## src/rtl/bram_sp_arbiter.sv

```systemverilog
// ============================================================================
// Module   : bram_sp_arbiter
// Purpose  : Two-port round-robin arbiter (bounded burst) in front of one
//            synchronous single-port BRAM. BRAM_ARB_FIXED_PRIO_EN selects
//            strict port-0 priority instead.
// Revision : 1.0 - initial release
// ============================================================================
`default_nettype none

module bram_sp_arbiter #(
  parameter int DATA_WIDTH = 32,
  parameter int ADDR_WIDTH = 4,
  parameter int MAX_BURST  = 4
) (
  input  logic                  clk,
  input  logic                  rst_n,
  input  logic                  req0,
  input  logic                  req1,
  input  logic                  wr0,
  input  logic                  wr1,
  input  logic [ADDR_WIDTH-1:0] addr0,
  input  logic [ADDR_WIDTH-1:0] addr1,
  input  logic [DATA_WIDTH-1:0] wdata0,
  input  logic [DATA_WIDTH-1:0] wdata1,
  output logic                  gnt0,
  output logic                  gnt1,
  output logic                  rvalid0,
  output logic                  rvalid1,
  output logic [DATA_WIDTH-1:0] rdata,
  output logic                  bram_wr,
  output logic [ADDR_WIDTH-1:0] bram_addr,
  output logic [DATA_WIDTH-1:0] bram_data_in,
  input  logic [DATA_WIDTH-1:0] bram_data_out
);

  logic w_gnt0;
  logic w_gnt1;
  logic r_rvalid0;
  logic r_rvalid1;

`ifdef BRAM_ARB_FIXED_PRIO_EN
  assign w_gnt0 = req0;
  assign w_gnt1 = req1 & ~req0;
`else
  typedef enum logic [1:0] {
    S_IDLE = 2'd0,
    S_OWN0 = 2'd1,
    S_OWN1 = 2'd2
  } state_t;

  localparam int                 c_cnt_w   = $clog2(MAX_BURST) + 1;
  localparam logic [c_cnt_w-1:0] c_cnt_max = c_cnt_w'(MAX_BURST - 1);

  state_t             r_state;
  state_t             w_state_nxt;
  logic [c_cnt_w-1:0] r_cnt;
  logic [c_cnt_w-1:0] w_cnt_nxt;
  logic               r_last_owner;
  logic               w_last_owner_nxt;

  always_ff @(posedge clk or negedge rst_n) begin
    if (!rst_n) begin
      r_state      <= S_IDLE;
      r_cnt        <= '0;
      r_last_owner <= 1'b1;
    end else begin
      r_state      <= w_state_nxt;
      r_cnt        <= w_cnt_nxt;
      r_last_owner <= w_last_owner_nxt;
    end
  end

  // r_cnt counts grants to the current owner after its first one.
  always_comb begin
    w_state_nxt      = r_state;
    w_cnt_nxt        = r_cnt;
    w_last_owner_nxt = r_last_owner;
    w_gnt0           = 1'b0;
    w_gnt1           = 1'b0;
    case (r_state)
      S_IDLE: begin
        if (req0 && (!req1 || r_last_owner)) begin
          w_gnt0           = 1'b1;
          w_state_nxt      = S_OWN0;
          w_cnt_nxt        = '0;
          w_last_owner_nxt = 1'b0;
        end else if (req1) begin
          w_gnt1           = 1'b1;
          w_state_nxt      = S_OWN1;
          w_cnt_nxt        = '0;
          w_last_owner_nxt = 1'b1;
        end
      end
      S_OWN0: begin
        if (req0 && (!req1 || r_cnt < c_cnt_max)) begin
          w_gnt0 = 1'b1;
          if (r_cnt < c_cnt_max) w_cnt_nxt = r_cnt + 1'b1;
        end else if (req1) begin
          w_gnt1           = 1'b1;
          w_state_nxt      = S_OWN1;
          w_cnt_nxt        = '0;
          w_last_owner_nxt = 1'b1;
        end else begin
          w_state_nxt = S_IDLE;
          w_cnt_nxt   = '0;
        end
      end
      S_OWN1: begin
        if (req1 && (!req0 || r_cnt < c_cnt_max)) begin
          w_gnt1 = 1'b1;
          if (r_cnt < c_cnt_max) w_cnt_nxt = r_cnt + 1'b1;
        end else if (req0) begin
          w_gnt0           = 1'b1;
          w_state_nxt      = S_OWN0;
          w_cnt_nxt        = '0;
          w_last_owner_nxt = 1'b0;
        end else begin
          w_state_nxt = S_IDLE;
          w_cnt_nxt   = '0;
        end
      end
      default: begin
        w_state_nxt = S_IDLE;
        w_cnt_nxt   = '0;
      end
    endcase
  end
`endif

  // Grants are forced low while reset is held, even though the FSM is frozen.
  assign gnt0 = w_gnt0 & rst_n;
  assign gnt1 = w_gnt1 & rst_n;

  assign bram_wr      = (gnt0 & wr0) | (gnt1 & wr1);
  assign bram_addr    = gnt0 ? addr0  : (gnt1 ? addr1  : '0);
  assign bram_data_in = gnt0 ? wdata0 : (gnt1 ? wdata1 : '0);

  always_ff @(posedge clk or negedge rst_n) begin
    if (!rst_n) begin
      r_rvalid0 <= 1'b0;
      r_rvalid1 <= 1'b0;
    end else begin
      r_rvalid0 <= gnt0 & ~wr0;
      r_rvalid1 <= gnt1 & ~wr1;
    end
  end

  assign rvalid0 = r_rvalid0;
  assign rvalid1 = r_rvalid1;
  assign rdata   = bram_data_out;

endmodule

`default_nettype wire

```

## config.mk

```make
export PLATFORM = sky130hd
export DESIGN_NAME = bram_sp_arbiter
export DESIGN_NICKNAME = d
export VERILOG_FILES = /design/src/rtl/bram_sp_arbiter.sv
export SDC_FILE = /design/constraint.sdc
export NUM_CORES = 1
export LEC_CHECK = 0
export CORE_ASPECT_RATIO = 0.75
export CORE_UTILIZATION = 24
export CTS_CLUSTER_SIZE = 40
export DETAILED_ROUTE_END_ITERATION = 8
export PLACE_DENSITY = 0.82
export SLEW_MARGIN = 5
export SYNTH_ARGS = -nofsm -noshare
export SYNTH_HDL_FRONTEND = slang
export SYNTH_SLANG_ARGS = --single-unit
```

## constraint.sdc

```tcl
create_clock -name clk -period 2.7 [get_ports clk]
set_clock_uncertainty 0.05 [all_clocks]
set_input_delay 0.54 -clock clk [delete_from_list [all_inputs] [get_ports clk]]
set_output_delay 0.54 -clock clk [all_outputs]
set_load 0.02 [all_outputs]
```

; ---- Word level (Yosys, flattened, before mapping)
; Index checks and enable logic that the tools add are counted.
[word_totals]
reg_bits = 8
input_bits = 110
output_inout_bits = 73
elab_cells = 67
[classes]
n_addsub = 1
magnitude_cmp = 1
n_eq_ne = 6
muxes = 33
bitwise = 9
n_reduce_logical = 12
[ops]
columns = op, count
row1 = $mux W32, 2
row2 = $mux W3, 5
row3 = $mux W1, 14
row4 = $mux W2, 5
row5 = $pmux W1 S3, 3
row6 = $pmux W3 S3, 1
row7 = $mux W4, 2
row8 = $and A1 B1 Y1, 6
row9 = $ne A2 B2 Y1 const B, 3
row10 = $pmux W2 S3, 1
row11 = $reduce_and A4 Y1, 1
row12 = $add A3 B1 Y3 const B, 1
row13 = $logic_and A1 B1 Y1, 3
row14 = $logic_or A1 B1 Y1, 3
row15 = $lt A3 B2 Y1 const B, 1
row16 = $ne A3 B3 Y1 const B, 1
row17 = $reduce_and A3 Y1, 1
row18 = $reduce_bool A3 Y1, 1
row19 = $eq A2 B1 Y1 const B, 1
row20 = $eq A2 B2 Y1 const B, 1
row21 = $logic_not A1 Y1, 2
row22 = $logic_not A2 Y1, 1
row23 = $not A1 Y1, 2
row24 = $or A1 B1 Y1, 1

; ---- Depth between registers and ports, before layout
; Gate-level depths: netlist of the first run.
[depth]
ltp_word = 8
mapped_depth = 8
ltp_nobuf = 6

; ---- Worst setup path before layout of the first run
; OpenSTA, ideal clock, no wires.
[synth_path]
kind = reg2out
start = register r_state[0]
end = output bram_data_in[24]
t_arrival_ps = 1887
t_required_ps = 2110
path_slack_ps = 223
stages_incl_launch_ff = 8
path_buffers = 1
cell_sequence = dfrtp_1 -> inv_1 -> ha_1 -> nand2b_1 -> a31oi_1 -> o2111a_1 -> clkbuf_1 -> a32o_1
[synth_between]
elab_chain_len = 5
word_cells_on_any_way = 9
classes_between = eq/ne: 2 / mux: 4 / bitwise: 2 / reduce/logical: 1
[synth_rtl]
columns = item, line_no
row1 = "start, declared", 54  ; state_t r_state;
row2 = "start signal, assigned", 67  ; r_state <= w_state_nxt;
row3 = $eq A2 B2 Y1 (tied with other cells), 80  ; case (r_state)
row4 = $pmux W1 S3 *, 80
row5 = $and A1 B1 Y1 *, 132  ; assign gnt1 = w_gnt1 & rst_n;
row6 = via gnt1, 26  ; output logic gnt1,
row7 = $mux W32 * (2 in a row), 136  ; assign bram_data_in = gnt0 ? wdata0 : (gnt1 ? wdata1 : '0);
row8 = "end, declared", 32  ; output logic [DATA_WIDTH-1:0] bram_data_in,
; The timed path passes the listed nets; every way through them passes the cells marked *.

; ---- Worst setup path in the final report of the first run
[layout_path]
start = register r_state[0]
end = output bram_data_in[10]
[layout_between]
elab_chain_len = 5
word_cells_on_any_way = 9
classes_between = eq/ne: 2 / mux: 4 / bitwise: 2 / reduce/logical: 1
[layout_rtl]
columns = item, line_no
row1 = $eq A2 B2 Y1 (tied with other cells), 80
row2 = $pmux W1 S3, 80
row3 = $and A1 B1 Y1, 132
row4 = $mux W32, 136
row5 = $mux W32 *, 136
; Every way passes the cells marked *; elsewhere a longest branch is shown, timed or not.

==> results of run 1 <==
[layout make-up]
type	count	area, um2	area share (%)
Multi-Input combinational cell	87	797	29.7
Inverter	5	18.8	0.700
Clock buffer	4	45.0	1.68
Sequential cell	8	201	7.52
Timing Repair Buffer	150	1530	57.0
Tap cell	72	90.1	3.36
[synthesized netlist by cell type, drive strengths merged (2+ instances only)]
library cell / n
a32o: 36
a21o: 2
nand2: 5
nor2: 3
mux2i: 2
clkbuf: 2
ha: 5
nor3: 3
inv: 5
buf: 42
a31oi: 2
a21oi: 8
nor2b: 5
o31a: 2
dfrtp: 7
[metal layers]
| metal | vias up | wire, um | share of wire, % |
|---|---|---|---|
| met3 | 3 | 499 | 8.9 |
| met2 | 95 | 2660 | 48 |
| met1 | 794 | 2420 | 43 |
| met4 | 0 | 15 | 0.27 |
| met5 | - | 0 | 0 |
| li1 | 767 | - | - |
[final timing paths]
| check | from | to | cells past startpoint |
|---|---|---|---|
| max | r_state[0] | bram_data_in[10] | 9 |
| min | r_last_owner | r_last_owner | 1 |
| max reg2reg | r_state[1] | r_state[0] | 8 |
| min reg2reg | r_last_owner | r_last_owner | 1 |
| max in group asynchronous | rst_n | r_last_owner | 2 |
| min in group asynchronous | rst_n | r_cnt[2] | 2 |
[flip-flops by register name, summed over array words and instances, names as in the netlist]
signal        count
r_cnt             3
r_state           2
r_last_owner      1
rvalid0           1
rvalid1           1
[power groups by stage]
stage | clock network (mW) | logic, mW | registers [mW]
final | 0.149 | 1.72 | 0.201
after global routing | 0.160 | 1.82 | 0.205
after CTS | 0.154 | 1.47 | 0.198
after detailed placement | 0 | 1.47 | 0.198
after global placement | 0 | 1.46 | 0.194
after floorplan | 0 | 0.840 | 0.201
[kinds of logic (layout without fill, tap and decap cells)]
family	count (synthesis)	after routing
compound gates	59	59
fa+ha+maj	5	5
buf+inv	49	159
flops	8	8
mux	3	3
simple gates	20	20
[through the flow]
stage / instance area [um2] / util (%) / TNS [ps] / setup WS, ps
floorplan: 1270 / - / 0 / 223
global placement: 2460 / 49.3 / -21670 / -617
detailed placement: 2460 / 49.3 / -21970 / -622
CTS: 2440 / 49.1 / -1340 / -89.9
global route: 2680 / 53.8 / -730 / -47.3
finish: 2680 / 53.8 / 0 / 20.7
[cells in the final DEF (no fill, tap or decap), types with 3 or more instances in the layout]
cell type and instances:
clkdlybuf4s50_1 77, buf_6 41, a32o_1 24, buf_4 23, a32o_2 12, a21oi_1 8, dfrtp_1 7, nand2_1 5
nor2b_1 4, inv_2 3, ha_1 3, clkbuf_8 3, buf_12 3
[timing repair]
item,CTS,global route
resized for setup,162,93
endpoints found under the setup margin,39,38
pin swaps,2,19
buffers inserted,6,3
cloned,2,1
==> run metrics, run 1 <==
crit path cell chain=inv_2 > ha_4 > buf_6 > o211a_1 > o31a_1 > buf_6 > clkbuf_16 > a32o_2 > buf_6; Synth Area in Adders=4.93%; DRC viols=0; final worst-path cycle share=99.2%; Cells after Synth=144; # hold bufs at CTS=0; Post-Syn Area per Cell=8.82 um2; total CTS buffers=3; CP max stage cell=dfrtp_1; Tmin final=2680 ps; Post-synth ARST share=100%; Power Dens Cells=771 mW/mm2; final instance count without filler cells=326; Setup crit end kind=output port; Comb pwr share=83.1%; DIE HEIGHT=65.0 um; Vias=1659; largest cells by area after synthesis=a32o_1 (28%), buf_4 (20%), dfrtp_1 (14%); Worst path max stage delay=400 ps; DP Cell Count=313; post-synthesis sequential area ratio=15.9%; Final Setup Violations=0; Initial Util=25.5%; initial antenna violation count=0; main combinational cell family by area after synthesis=compound AO/OA/AOI/OAI gates; dominant cell type by area after synthesis=a32o_1; total track usage=18.8%; H-tree levels=1; Worst-Margin Slew=413 ps; Net Sw Frac=42.9%; WL/cell=17.2 um; met3 GRT Util=4.46%; number of global-route vias before repair=1606; met2 Usage GRT=30.5%; CTS sink count=8; CTS tree=yes; die width=86.0 um; post-synthesis mux area share=2.46%; Internal=1.18 mW; Hold Vio Cnt, Final=0; first-pass GRT wire length=8.19 mm; Max Cap Violations=0; Core Area=0.00498 mm2; Seq pwr share=9.7%; Clk pwr share=7.2%; Arrival @ worst endpoint=2090 ps; fill count=455; Detailed Route WL=5.59 mm; peak supply drop=0.000303 V; # rows=22; Compound-Gate Fraction of Synth Area=42.0%; Simple-Gate Fraction of Synth Area=9.16%; delay-heaviest family, CP=buffers and inverters; Post-Synth XOR/XNOR Area=0%; top cell type's share of synthesized area=28.4%; CTS Buffer Depth=2; Static Leakage=1.20 nW; Mapped Area=0.00127 mm2; io pins=183; Pwr Total=2.07 mW; worst path required time=2110 ps; Critical Path Fanout Max=7; grt ovf=0; worst skew pair latency=230 ps; Placer Congestion=0.881; DRT iter0 DRCs=54; number of nets in the layout=370; RSZ-0062 raised after global routing=yes; port bufs=118; CP most frequent cell=buf_6; Worst R2R Setup Slack=700 ps; drt first pass iters=4; Netlist cell types=34; hold slack=504 ps; Mapped Nets=259; critical path class=reg2out; ANT nets after route=0; CTS Root Buffer Type=clkbuf_8; Die ar.=0.00559 mm2; area grow syn2layout=111%; ys flop type=dfrtp_1; layout cell share with drive strength beyond 1=38.6%; Net Switching=0.886 mW; vias per std cell=5.09; status=complete, no violations; Ant. Diodes=0; GR peak layer=met2; Syn. warnings=0; largest net degree at the start of global routing=37; Worst Hold Class=reg2reg; critical path buffer and inverter count=5; met1 usage in global routing=25.9%; Yosys reg bits=8; clock-pin transition on the worst setup and hold timing paths=40 ps; CP startpoint kind=register; max-slew violation count=0; Detailed Place HPWL=3.96 mm; Slew headroom=72.4%; Max Clk Rate=373 MHz; Post-synth EDFFs=0
Power figures use the tool's default switching activity.
==> run 2: changes to the inputs <==
--- a/config.mk
+++ b/config.mk
@@ -6,9 +6,9 @@
 export NUM_CORES = 1
 export LEC_CHECK = 0
-export CORE_ASPECT_RATIO = 0.75
-export CORE_UTILIZATION = 24
+export CORE_AREA = 2 2 70 72
 export CTS_CLUSTER_SIZE = 40
 export DETAILED_ROUTE_END_ITERATION = 8
-export PLACE_DENSITY = 0.82
+export DIE_AREA = 0 0 72 74
+export DONT_BUFFER_PORTS = 1
 export SLEW_MARGIN = 5
 export SYNTH_ARGS = -nofsm -noshare
--- a/constraint.sdc
+++ b/constraint.sdc
@@ -3,3 +3,3 @@
 set_input_delay 0.54 -clock clk [delete_from_list [all_inputs] [get_ports clk]]
 set_output_delay 0.54 -clock clk [all_outputs]
-set_load 0.02 [all_outputs]
+set_load 0.05 [all_outputs]
==> run metrics, run 2 (synthesized netlist as in run 1, its figures left out) <==
most frequent cells in the layout=buf_12 (42), a32o_2 (35), buf_4 (17); Setup WS post-layout=-59.5 ps (-80.2 ps); Ant. Diodes=0 (unchanged); DRT iter0 DRCs=62 (+15%); hold slack=106 ps (-398 ps); Max Cap Violations=0 (unchanged); crit path cell chain=inv_4 > ha_4 > buf_6 > nand2b_4 > a31oi_4 > o2111a_2 > buf_12 > clkbuf_16 > a32o_2 > buf_12; Detailed Place HPWL=3.78 mm (-4.7%); DP Cell Count=202 (-35%); Area after DPL=0.00188 mm2 (-24%); CP startpoint kind=register; CP max stage cell=dfrtp_2; Arrival @ worst endpoint=2170 ps (+80 ps); largest net degree at the start of global routing=22 (-41%); Static Leakage=1.16 nW (-3.0%); initial antenna violation count=0 (unchanged); port bufs=0 (-100%); H-tree levels=1 (unchanged); WL/cell=25.6 um (+49%); Placer Congestion=0.772 (-12%); CP most frequent cell=buf_12; drt first pass iters=4 (unchanged); worst skew pair latency=230 ps (about the same); Vias=1457 (-12%); layout cell share with drive strength beyond 1=74.9% (+36 points); DRC viols=0 (unchanged); number of global-route vias before repair=1442 (-10%); critical path class=reg2out; Die ar.=0.00533 mm2 (-4.7%); Worst-Margin Slew=463 ps (+49.4 ps); Reg-to-Reg End=r_state[0]; grt ovf=0 (unchanged); commonest non-fill, non-tap cell in the layout=buf_12; CTS Root Buffer Type=clkbuf_8; total track usage=18.4% (-0.44 points); final worst-path cycle share=102% (+3.0 points); max-slew violation count=0 (unchanged); Critical Path Fanout Max=6 (-1); vias per std cell=6.25 (+23%); critical path buffer and inverter count=5 (unchanged); ANT nets after route=0 (unchanged); first-pass GRT wire length=7.45 mm (-9.0%); setup TNS=-1730 ps (-1730 ps); die width=72 um (-16%); Power Dens Cells=1190 mW/mm2 (+55%); number of nets in the layout=295 (-20%); Max Clk Rate=362 MHz (-2.9%); DIE HEIGHT=74 um (+14%); clock-pin transition on the worst setup and hold timing paths=40 ps (about the same); Tmin final=2760 ps (+80.2 ps); CTS tree=yes; fill count=381 (-16%); flip-flop count of the largest register after layout=3 (unchanged); Hold Vio Cnt, Final=0 (unchanged); final instance count without filler cells=233 (-29%); area grow syn2layout=93.0%; Pwr Total=2.93 mW (+42%); Top reg by flops=r_cnt; Final Setup Violations=37 (+37); io pins=183 (unchanged); delay-heaviest family, CP=buffers and inverters; # rows=25 (+14%); RSZ-0062 raised after global routing=yes; Worst Hold Class=in2async; start of the worst register-to-register path=r_state[0]; total CTS buffers=3 (unchanged); Slew headroom=69.2% (-3.2 points); Core Area=0.00460 mm2 (-7.7%); Detailed Route WL=5.97 mm (+6.7%); worst path required time=2110 ps (about the same); Worst R2R Setup Slack=730 ps (+30 ps); post-route cell area=0.00245 mm2 (-8.5%); Setup crit end kind=output port; r2r worst-path depth=7 (-1); CTS Buffer Depth=2 (unchanged); peak supply drop=0.000522 V (+72%); Worst path max stage delay=420 ps (+20 ps); status=finished with violations; Largest regs=r_cnt (3), r_state (2); violated checks=setup timing; Initial Util=27.6% (+2.1 points); CTS sink count=8 (unchanged)
==> run 2: power by group <==
group / switching, mW / internal (mW) / leakage [nW]
Sequential: 0.0598 / 0.165 / 0.101
Combinational: 1.27 / 1.28 / 1.03
Clock: 0.0466 / 0.102 / 0.0228
==> run 2: stage by stage <==
step	setup slack (ps)	util, %
floorplan	-50.3	-
global placement	-169	40.8
detailed placement	-277	40.8
CTS	-17.0	46.6
global route	-118	53.3
finish	-59.5	53.3
==> run 2: worst register-to-register path, cell delays in order, from the launching register on <==
cell     delay (ps)
dfrtp_2         420
inv_4            60
ha_4            160
buf_6           130
buf_4           120
nor3b_1         160
nor3_1          360
mux2_2          380
==> run 2: metal layers <==
metal,track usage [%],vias up,share of wire (%),routed length (um)
met5,0,-,0,0
met3,3.93,23,8.4,503
li1,-,625,-,-
met1,20.0,697,35,2070
met2,32.6,112,53,3180
met4,11.7,0,3.8,225
==> run 2: worst max path at each step <==
stage	from	depth (start not counted)	end	slack, ps
6_report	r_state[0]	10	bram_data_in[20]	-60
5_1_grt	r_state[0]	8	bram_data_in[17]	-120
4_1_cts	r_state[1]	9	bram_data_in[17]	-20
3_5_place_dp	r_state[0]	7	bram_data_in[11]	-280
3_3_place_gp	r_state[1]	7	bram_addr[0]	-170
2_1_floorplan	req0	6	bram_data_in[24]	-50
==> run 2: layout make-up <==
cell class	count	area, um2	area share, %
Timing Repair Buffer	74	1210	49.3
Multi-Input combinational cell	88	903	36.9
Sequential cell	8	204	8.32
Tap cell	54	67.6	2.76
Clock buffer	4	45.0	1.84
Inverter	5	23.8	0.970
==> run 2: repair_timing <==
item | in CTS | in global routing
pin swaps | 4 | 7
gates resized for setup | 39 | 26
cloned | 2 | 7
endpoints found under the setup margin | 37 | 37
buffers inserted | 10 | 7
hold buffers | 1 | 0
endpoints found under the hold margin | 7 | 0
==> run 3: changes to the inputs <==
HOLD_SLACK_MARGIN = 0.08   (was not set)
==> results of run 3 <==
The final DEF is identical to that of run 2; final timing and power are the same.
